==> config.mk <==
export PLATFORM = sky130hd
export DESIGN_NAME = operand_fetch
export DESIGN_NICKNAME = d
export VERILOG_FILES = /design/src/rtl/simplerisc_pkg.sv /design/src/rtl/shifter.sv /design/src/rtl/operand_fetch.sv
export SDC_FILE = /design/constraint.sdc
export NUM_CORES = 1
export LEC_CHECK = 0
export ABC_AREA = 1
export ABC_CLOCK_PERIOD_IN_PS = 2300
export BUFFER_PORTS_ARGS = -buffer_cell sky130_fd_sc_hd__buf_2
export CORE_MARGIN = 3
export CORE_UTILIZATION = 35
export CTS_BUF_LIST = sky130_fd_sc_hd__clkbuf_4
export CTS_CLUSTER_DIAMETER = 60
export DETAILED_ROUTE_END_ITERATION = 6
export GPL_TIMING_DRIVEN = 0
export PLACE_DENSITY = 0.6
export SETUP_SLACK_MARGIN = 0.02
export SYNTH_ARGS = -nofsm -noshare
export SYNTH_HDL_FRONTEND = slang
export SYNTH_SLANG_ARGS = --single-unit
==> constraint.sdc <==
create_clock -name clk -period 2.3 [get_ports clk]
set_input_delay 0.345 -clock clk [delete_from_list [all_inputs] [get_ports clk]]
set_output_delay 0.345 -clock clk [all_outputs]
set_load 0.01 [all_outputs]
==> src/rtl/simplerisc_pkg.sv <==
// Shared types and constants for the operand-fetch stage: FSM states,
// shift codes, ALU op codes and the register-file geometry.
package simplerisc_pkg;

  localparam int NREGS  = 8;
  localparam int IDX_W  = $clog2(NREGS);
  localparam int DATA_W = 16;

  typedef enum logic [1:0] {
    S_IDLE  = 2'b00,
    S_RD_A  = 2'b01,
    S_RD_B  = 2'b10,
    S_VALID = 2'b11
  } state_t;

  localparam logic [1:0] SH_NONE = 2'b00;
  localparam logic [1:0] SH_LSL1 = 2'b01;
  localparam logic [1:0] SH_LSR1 = 2'b10;
  localparam logic [1:0] SH_ASR1 = 2'b11;

  localparam logic [1:0] ALU_ADD  = 2'b00;
  localparam logic [1:0] ALU_SUB  = 2'b01;
  localparam logic [1:0] ALU_AND  = 2'b10;
  localparam logic [1:0] ALU_NOTB = 2'b11;

  function automatic logic [DATA_W-1:0] sx_imm5(input logic [4:0] imm);
    return {{(DATA_W-5){imm[4]}}, imm};
  endfunction

endpackage

==> src/rtl/shifter.sv <==
// Combinational one-bit B-operand shifter: none, LSL1, LSR1 (zero fill),
// ASR1 (sign fill). Width stays 16 bits; bits shifted out are lost.
module shifter
  import simplerisc_pkg::*;
(
  input  logic [DATA_W-1:0] din_i,
  input  logic [1:0]        code_i,
  output logic [DATA_W-1:0] dout_o
);

  always_comb begin
    dout_o = din_i;
    case (code_i)
      SH_LSL1: dout_o = {din_i[DATA_W-2:0], 1'b0};
      SH_LSR1: dout_o = {1'b0, din_i[DATA_W-1:1]};
      SH_ASR1: dout_o = {din_i[DATA_W-1], din_i[DATA_W-1:1]};
      default: dout_o = din_i;
    endcase
  end

endmodule

==> src/rtl/operand_fetch.sv <==
// Operand-fetch stage: 8x16 register file with one read port, reads A then B
// over two cycles and holds ain/bin/aluop under valid until ack.
// Optional OPERAND_FETCH_BYPASS_EN forwards a same-cycle write to the read.
//
// Handshake: valid stays high with ain/bin/aluop frozen until ack is sampled
// high; ready is high only in IDLE, and start is accepted only while ready=1.
module operand_fetch
  import simplerisc_pkg::*;
(
  input  logic              clk,
  input  logic              reset,
  input  logic              start,
  input  logic [IDX_W-1:0]  rn,
  input  logic [IDX_W-1:0]  rm,
  input  logic [1:0]        shift,
  input  logic              asel,
  input  logic              bsel,
  input  logic [4:0]        imm5,
  input  logic [1:0]        aluop_in,
  input  logic              ack,
  input  logic              wb_en,
  input  logic [IDX_W-1:0]  wb_reg,
  input  logic [DATA_W-1:0] wb_data,
  output logic [DATA_W-1:0] ain,
  output logic [DATA_W-1:0] bin,
  output logic [1:0]        aluop,
  output logic              valid,
  output logic              ready
);

  state_t             state_q;
  logic [IDX_W-1:0]   rn_q, rm_q;
  logic [1:0]         shift_q;
  logic               asel_q, bsel_q;
  logic [4:0]         imm5_q;
  logic [1:0]         aluop_q;
  logic [DATA_W-1:0]  ain_q, bin_q;
  logic               valid_q, ready_q;
  logic [DATA_W-1:0]  regs_q [NREGS];

  logic [IDX_W-1:0]   rd_idx;
  logic [DATA_W-1:0]  rd_data;
  logic [DATA_W-1:0]  rd_shifted;

  // The single read port serves rn in RD_A and rm otherwise.
  assign rd_idx = (state_q == S_RD_A) ? rn_q : rm_q;

`ifdef OPERAND_FETCH_BYPASS_EN
  assign rd_data = (wb_en && (wb_reg == rd_idx)) ? wb_data : regs_q[rd_idx];
`else
  assign rd_data = regs_q[rd_idx];
`endif

  shifter u_shifter (
    .din_i  (rd_data),
    .code_i (shift_q),
    .dout_o (rd_shifted)
  );

  always_ff @(posedge clk) begin
    if (reset) begin
      for (int i = 0; i < NREGS; i++) regs_q[i] <= '0;
    end else if (wb_en) begin
      regs_q[wb_reg] <= wb_data;
    end
  end

  always_ff @(posedge clk) begin
    if (reset) begin
      state_q <= S_IDLE;
      rn_q    <= '0;
      rm_q    <= '0;
      shift_q <= SH_NONE;
      asel_q  <= 1'b0;
      bsel_q  <= 1'b0;
      imm5_q  <= '0;
      aluop_q <= ALU_ADD;
      ain_q   <= '0;
      bin_q   <= '0;
      valid_q <= 1'b0;
      ready_q <= 1'b1;
    end else begin
      case (state_q)
        S_IDLE: begin
          if (start) begin
            rn_q    <= rn;
            rm_q    <= rm;
            shift_q <= shift;
            asel_q  <= asel;
            bsel_q  <= bsel;
            imm5_q  <= imm5;
            aluop_q <= aluop_in;
            ready_q <= 1'b0;
            state_q <= S_RD_A;
          end
        end
        S_RD_A: begin
          ain_q   <= asel_q ? '0 : rd_data;
          state_q <= S_RD_B;
        end
        S_RD_B: begin
          // The immediate bypasses the shifter entirely.
          bin_q   <= bsel_q ? sx_imm5(imm5_q) : rd_shifted;
          valid_q <= 1'b1;
          state_q <= S_VALID;
        end
        S_VALID: begin
          if (ack) begin
            valid_q <= 1'b0;
            ready_q <= 1'b1;
            state_q <= S_IDLE;
          end
        end
        default: begin
          valid_q <= 1'b0;
          ready_q <= 1'b1;
          state_q <= S_IDLE;
        end
      endcase
    end
  end

  assign ain   = ain_q;
  assign bin   = bin_q;
  assign aluop = aluop_q;
  assign valid = valid_q;
  assign ready = ready_q;

endmodule

# --- Yosys cells after proc, flatten, opt, wreduce, memory -nomap -nowiden ---
# Memories as Yosys holds them, arrays and structs flattened.
# Index checks and enable logic that the tools add are counted.
op_classes:
  eq_ne: 8
  mux: 20
  n_reduce_logical: 8
op_table:
  columns: ["cell", "count"]
  rows:
  - ["16-bit 2-to-1 mux", 3]
  - ["16-bit one-hot mux with 3 select lines", 1]
  - ["16-bit OR reduction", 1]
  - ["1-bit 2-to-1 mux", 9]
  - ["2-bit equality test (second input constant)", 4]
  - ["2-bit one-hot mux with 4 select lines", 1]
  - ["3-bit 2-to-1 mux", 2]
  - ["2-bit AND reduction", 3]
  - ["2-bit by 1-bit equality test with 1-bit output (second input constant)", 2]
  - ["2-bit 2-to-1 mux", 2]
  - ["2-bit inequality test (second input constant)", 2]
  - ["1-bit one-hot mux with 2 select lines", 2]
  - ["2-bit nonzero test", 2]
  - ["3-bit AND reduction", 1]
  - ["2-bit zero test", 1]
totals:
  regBits: 53
  ramBits: 128
  out_inout_bits: 36
  n_memories: 1
memory_table:
  columns: ["name", "depth", "word_bits", "read_ports", "rd_ports_with_merged_regs", "write_ports", "line", "rtl"]
  rows:
  - ["regs_q", 8, 16, 1, 0, 8, "operand_fetch.sv:39", "logic [DATA_W-1:0] regs_q [NREGS];"]

# --- Logic depth before layout (Yosys ltp) ---
depth:
  depth_word: 5
  depth_mapped: 16
  depth_no_buf: 13

# --- Cells and area by module ---
# Synthesis repeated with hierarchy kept, for this count alone.
hier_totals:
  cells_unflattened: 910
  hier_area_um2: 8276.7
by_module_without_submodules:
  columns: ["mod", "instances", "cells_each", "area_each_um2"]
  rows:
  - ["operand_fetch", 1, 839, 7913.8]
  - ["shifter", 1, 71, 362.8]

# --- Least setup slack after synthesis ---
# OpenSTA, ideal clock, no wires.
synth_path:
  path_type: "register to register"
  startpoint: "register state_q[1]"
  endpoint: "register bin_q[1] (netlist: bin[1])"
  setup_ps: 132
  arrival_ps: 1728
  t_required_ps: 2168
  path_slack_ps: 439
  stages_incl_launch_ff: 16
  cell_sequence: "dfxtp_1 -> inv_1 -> ha_1 -> buf_6 -> inv_6 -> nand2_8 -> nand2_4 -> buf_6 -> buf_6 -> nand2_1 -> nand3_1 -> nand3_1 -> nand3_1 -> nand2_1 -> o21ai_1 -> a21oi_1"
synth_via:
  elab_chain_cells: 5
  elab_cells_between_ends: 6
synth_lines:
  columns: ["element", "line", "rtl"]
  rows:
  - ["start: declaration", "operand_fetch.sv:31", "state_t state_q;"]
  - ["start signal: assignment", "operand_fetch.sv:70", "state_q <= S_IDLE;"]
  - ["start signal: assignment", "operand_fetch.sv:94", "state_q <= S_RD_A;"]
  - ["start signal: assignment", "operand_fetch.sv:99", "state_q <= S_RD_B;"]
  - ["2-bit by 1-bit equality test with 1-bit output", "operand_fetch.sv:46", "assign rd_idx = (state_q == S_RD_A) ? rn_q : rm_q;"]
  - ["3-bit 2-to-1 mux", "operand_fetch.sv:46", null]
  - ["memory read 8 x 16 bit", null, null]
  - ["16-bit one-hot mux with 3 select lines", "shifter.sv:13", "case (code_i)"]
  - ["16-bit 2-to-1 mux", "operand_fetch.sv:103", "bin_q <= bsel_q ? sx_imm5(imm5_q) : rd_shifted;"]
  - ["end signal: assignment", "operand_fetch.sv:103", null]
  - ["end: declaration", "operand_fetch.sv:37", "logic [DATA_W-1:0] ain_q, bin_q;"]
# Parallel ways exist; a longest one is shown, timed or not.
# A chain may end at the register's enable or synchronous reset.

# --- Worst setup path after layout ---
layout_path:
  startpoint: "register state_q[1]"
  endpoint: "register bin_q[3] (netlist: bin[3])"
# The elaborated chain is that of the path after synthesis.

==> run metrics <==
Initial Util 35.7%; status complete, no violations; layout cell share with drive strength beyond 1 17.3%; DP HPWL 15.4 mm; Synth cell types 29; footprint of the multi-input gates 2880 µm²; Cell Pwr Density 1130 nW/µm²; cells after synthesis 915; die width 158 µm; Startpoint Class flop; post-synthesis instance area 8110 µm²; routed wire length 22.1 mm; die height 158 µm; Hold Path Stages 3; RSZ-0062 raised after global routing false; DR pass1 iterations 5; Worst-path clk slew 0.15 ns; slew margin rel. 49.3%; initial antenna violation count 1; worst skew pair latency 0.58 ns; Layout Skew 0.0159 ns; CTS H-tree depth 4; WL/cell 16.7 µm; peak supply drop 0.373 mV; hold_ws 0.0311 ns; Reg2Reg Launch Point state_q[1]; drt drc 0; CTS tree yes; post-route cell area 9540 µm²; I/O Buffers 76; share of the synthesized area in the top cell type 47.4%; HP Class in -> reg; overall routing resource usage 17.6%; top-level I/O count 77; Register Area 4910 µm²; Yosys warnings 0; largest net degree at the start of global routing 17; Worst setup EP type flop; Final Max Tran Viols 0; commonest non-fill, non-tap cells in the layout 227 x nand2_1, 154 x nor2_1, 128 x edfxtp_1; commonest non-fill, non-tap cell in the layout nand2_1; Final setup viols 0; Post-DRT Antenna Nets 0; Seq/Total Area, Yosys 60.5%; die footprint 25000 µm²; fin crit share 94.8%; clock tree sinks 181; GP Congestion 0.824; vias post-DR 6584; first-pass GRT wire length 33.4 mm; Clock Path Buffers 2; post-layout min period 2.18 ns; DRT iter0 DRCs 529; row count 55; Least-Margin Pin Slew 0.759 ns; Synth Net Count 961; grt ovf 0; post-synth top area cell edfxtp_1; Final Net Count 1070; Critical Path Fanout Max 10; area grow syn2layout 17.6%; register bit total from synthesis 181; core box area 22700 µm²; Post-Syn Area per Cell 8.87 µm²; vias per cell 4.98; worst r2r dst bin[3]; clock buffer count from CTS 17; Hold Fails Final Rpt 0; vias in the first global route 6026; Root Driver clkbuf_4; r2r worst-path depth 12; Fmax achieved 459 MHz; hold endpoint rm_q[1]; largest cells by area after synthesis edfxtp_1 47%, dfxtp_1 13%, nand2_1 11%; Worst Path Required 2.75 ns; Worst Setup Path Type reg -> reg; hold path startpoint rm[1]; # fillers 2255; leakage 3.99 nW; max_cap viols 0; reg2reg setup slack 0.12 ns; Post-DP Area 8850 µm²; Critical Path AT 2.63 ns
-- layout make-up --
cell class | count | area share, %
clock inverters | 15 | 1.61
repair buffers | 89 | 5.56
clock buffers | 17 | 1.34
flip-flops and latches | 181 | 51.4
diodes | 1 | 0.0262
plain buffers | 47 | 3.63
well taps | 285 | 3.74
inverters | 59 | 2.40
multi-input cells | 629 | 30.2
-- registers in the layout, indices dropped and copies added (netlist names) --
register,count
aluop,2
valid,1
rm_q,3
regs_q,128
rn_q,3
ready,1
ain,16
bin,16
imm5_q,5
shift_q,2
state_q,2
bsel_q,1
asel_q,1
-- through the flow --
stage                     utilization [%]  instances  setup WS, ns  power, mW  TNS [ns]
final                                42.0       1323         0.120       10.7         0
after global routing                 42.0       1323        0.0309       11.5         0
after CTS                            40.9       1315       0.00933       10.3         0
after detailed placement             39.0       1276        -0.596       8.29    -65.74
after global placement               39.0       1276        -0.513       8.25    -59.75
after floorplan                         -        915         0.439       6.95         0
-- cell families after synthesis --
family | synth area share, %
simple gates | 27.0
flops | 60.5
buf+inv | 5.83
compound gates | 5.89
fa+ha+maj | 0.771
-- synthesized netlist by cell type --
master	count
a211oi_1	1
a21oi_1	48
a22oi_1	1
buf_1	1
buf_2	14
buf_4	2
buf_6	6
clkbuf_1	24
clkinv_1	2
dfxtp_1	53
edfxtp_1	128
ha_1	5
inv_1	56
inv_6	1
nand2_1	247
nand2_2	1
nand2_4	2
nand2_8	1
nand3_1	124
nand3b_1	1
nor2_1	154
nor2_2	1
nor3_1	1
o211ai_1	2
o211ai_2	1
o21ai_0	31
o21ai_1	5
o21ai_2	1
o22ai_1	1
-- power breakdown --
part / internal [mW] / switching [mW]
logic: 1.75 / 3.06
clock network: 0.652 / 1.15
registers: 3.93 / 0.215
total: 6.33 / 4.42
-- critical path, cell delays in order, from the launching register on --
cell	delay [ns]
dfxtp_2	0.36
inv_2	0.06
ha_4	0.16
buf_8	0.14
o21ai_2	0.33
buf_4	0.27
nand3_1	0.13
nand3_1	0.14
nand2_2	0.13
nand2_1	0.08
nand2_1	0.06
o21ai_1	0.11
a21oi_1	0.07
-- repair_timing --
item,CTS,global route
gates cloned,0,3
hold endpoints to repair,6,2
resized for setup,27,45
endpoints found under the setup margin,32,99
hold buffers,5,2
setup buffers,2,2
pin swaps,4,8
-- worst max-delay path by stage --
stage,from,endpoint,slack [ns],cells past startpoint
2_1_floorplan,state_q[1],bin[1],0.44,15
3_3_place_gp,reset,regs_q[1][10],-0.51,7
3_5_place_dp,reset,regs_q[1][2],-0.60,7
4_1_cts,state_q[1],bin[3],0.009,14
5_1_grt,state_q[1],bin[2],0.03,12
6_report,state_q[1],bin[3],0.12,12
-- metal layers --
layer	global-route usage, %	vias to the layer above	share of wire [%]
met5	0	-	0
met4	4.30	0	1.1
met3	2.93	17	6.6
met2	28.1	200	47
met1	25.1	3124	46
li1	-	3243	-
No activity file was read; power rests on OpenSTA's default activity.
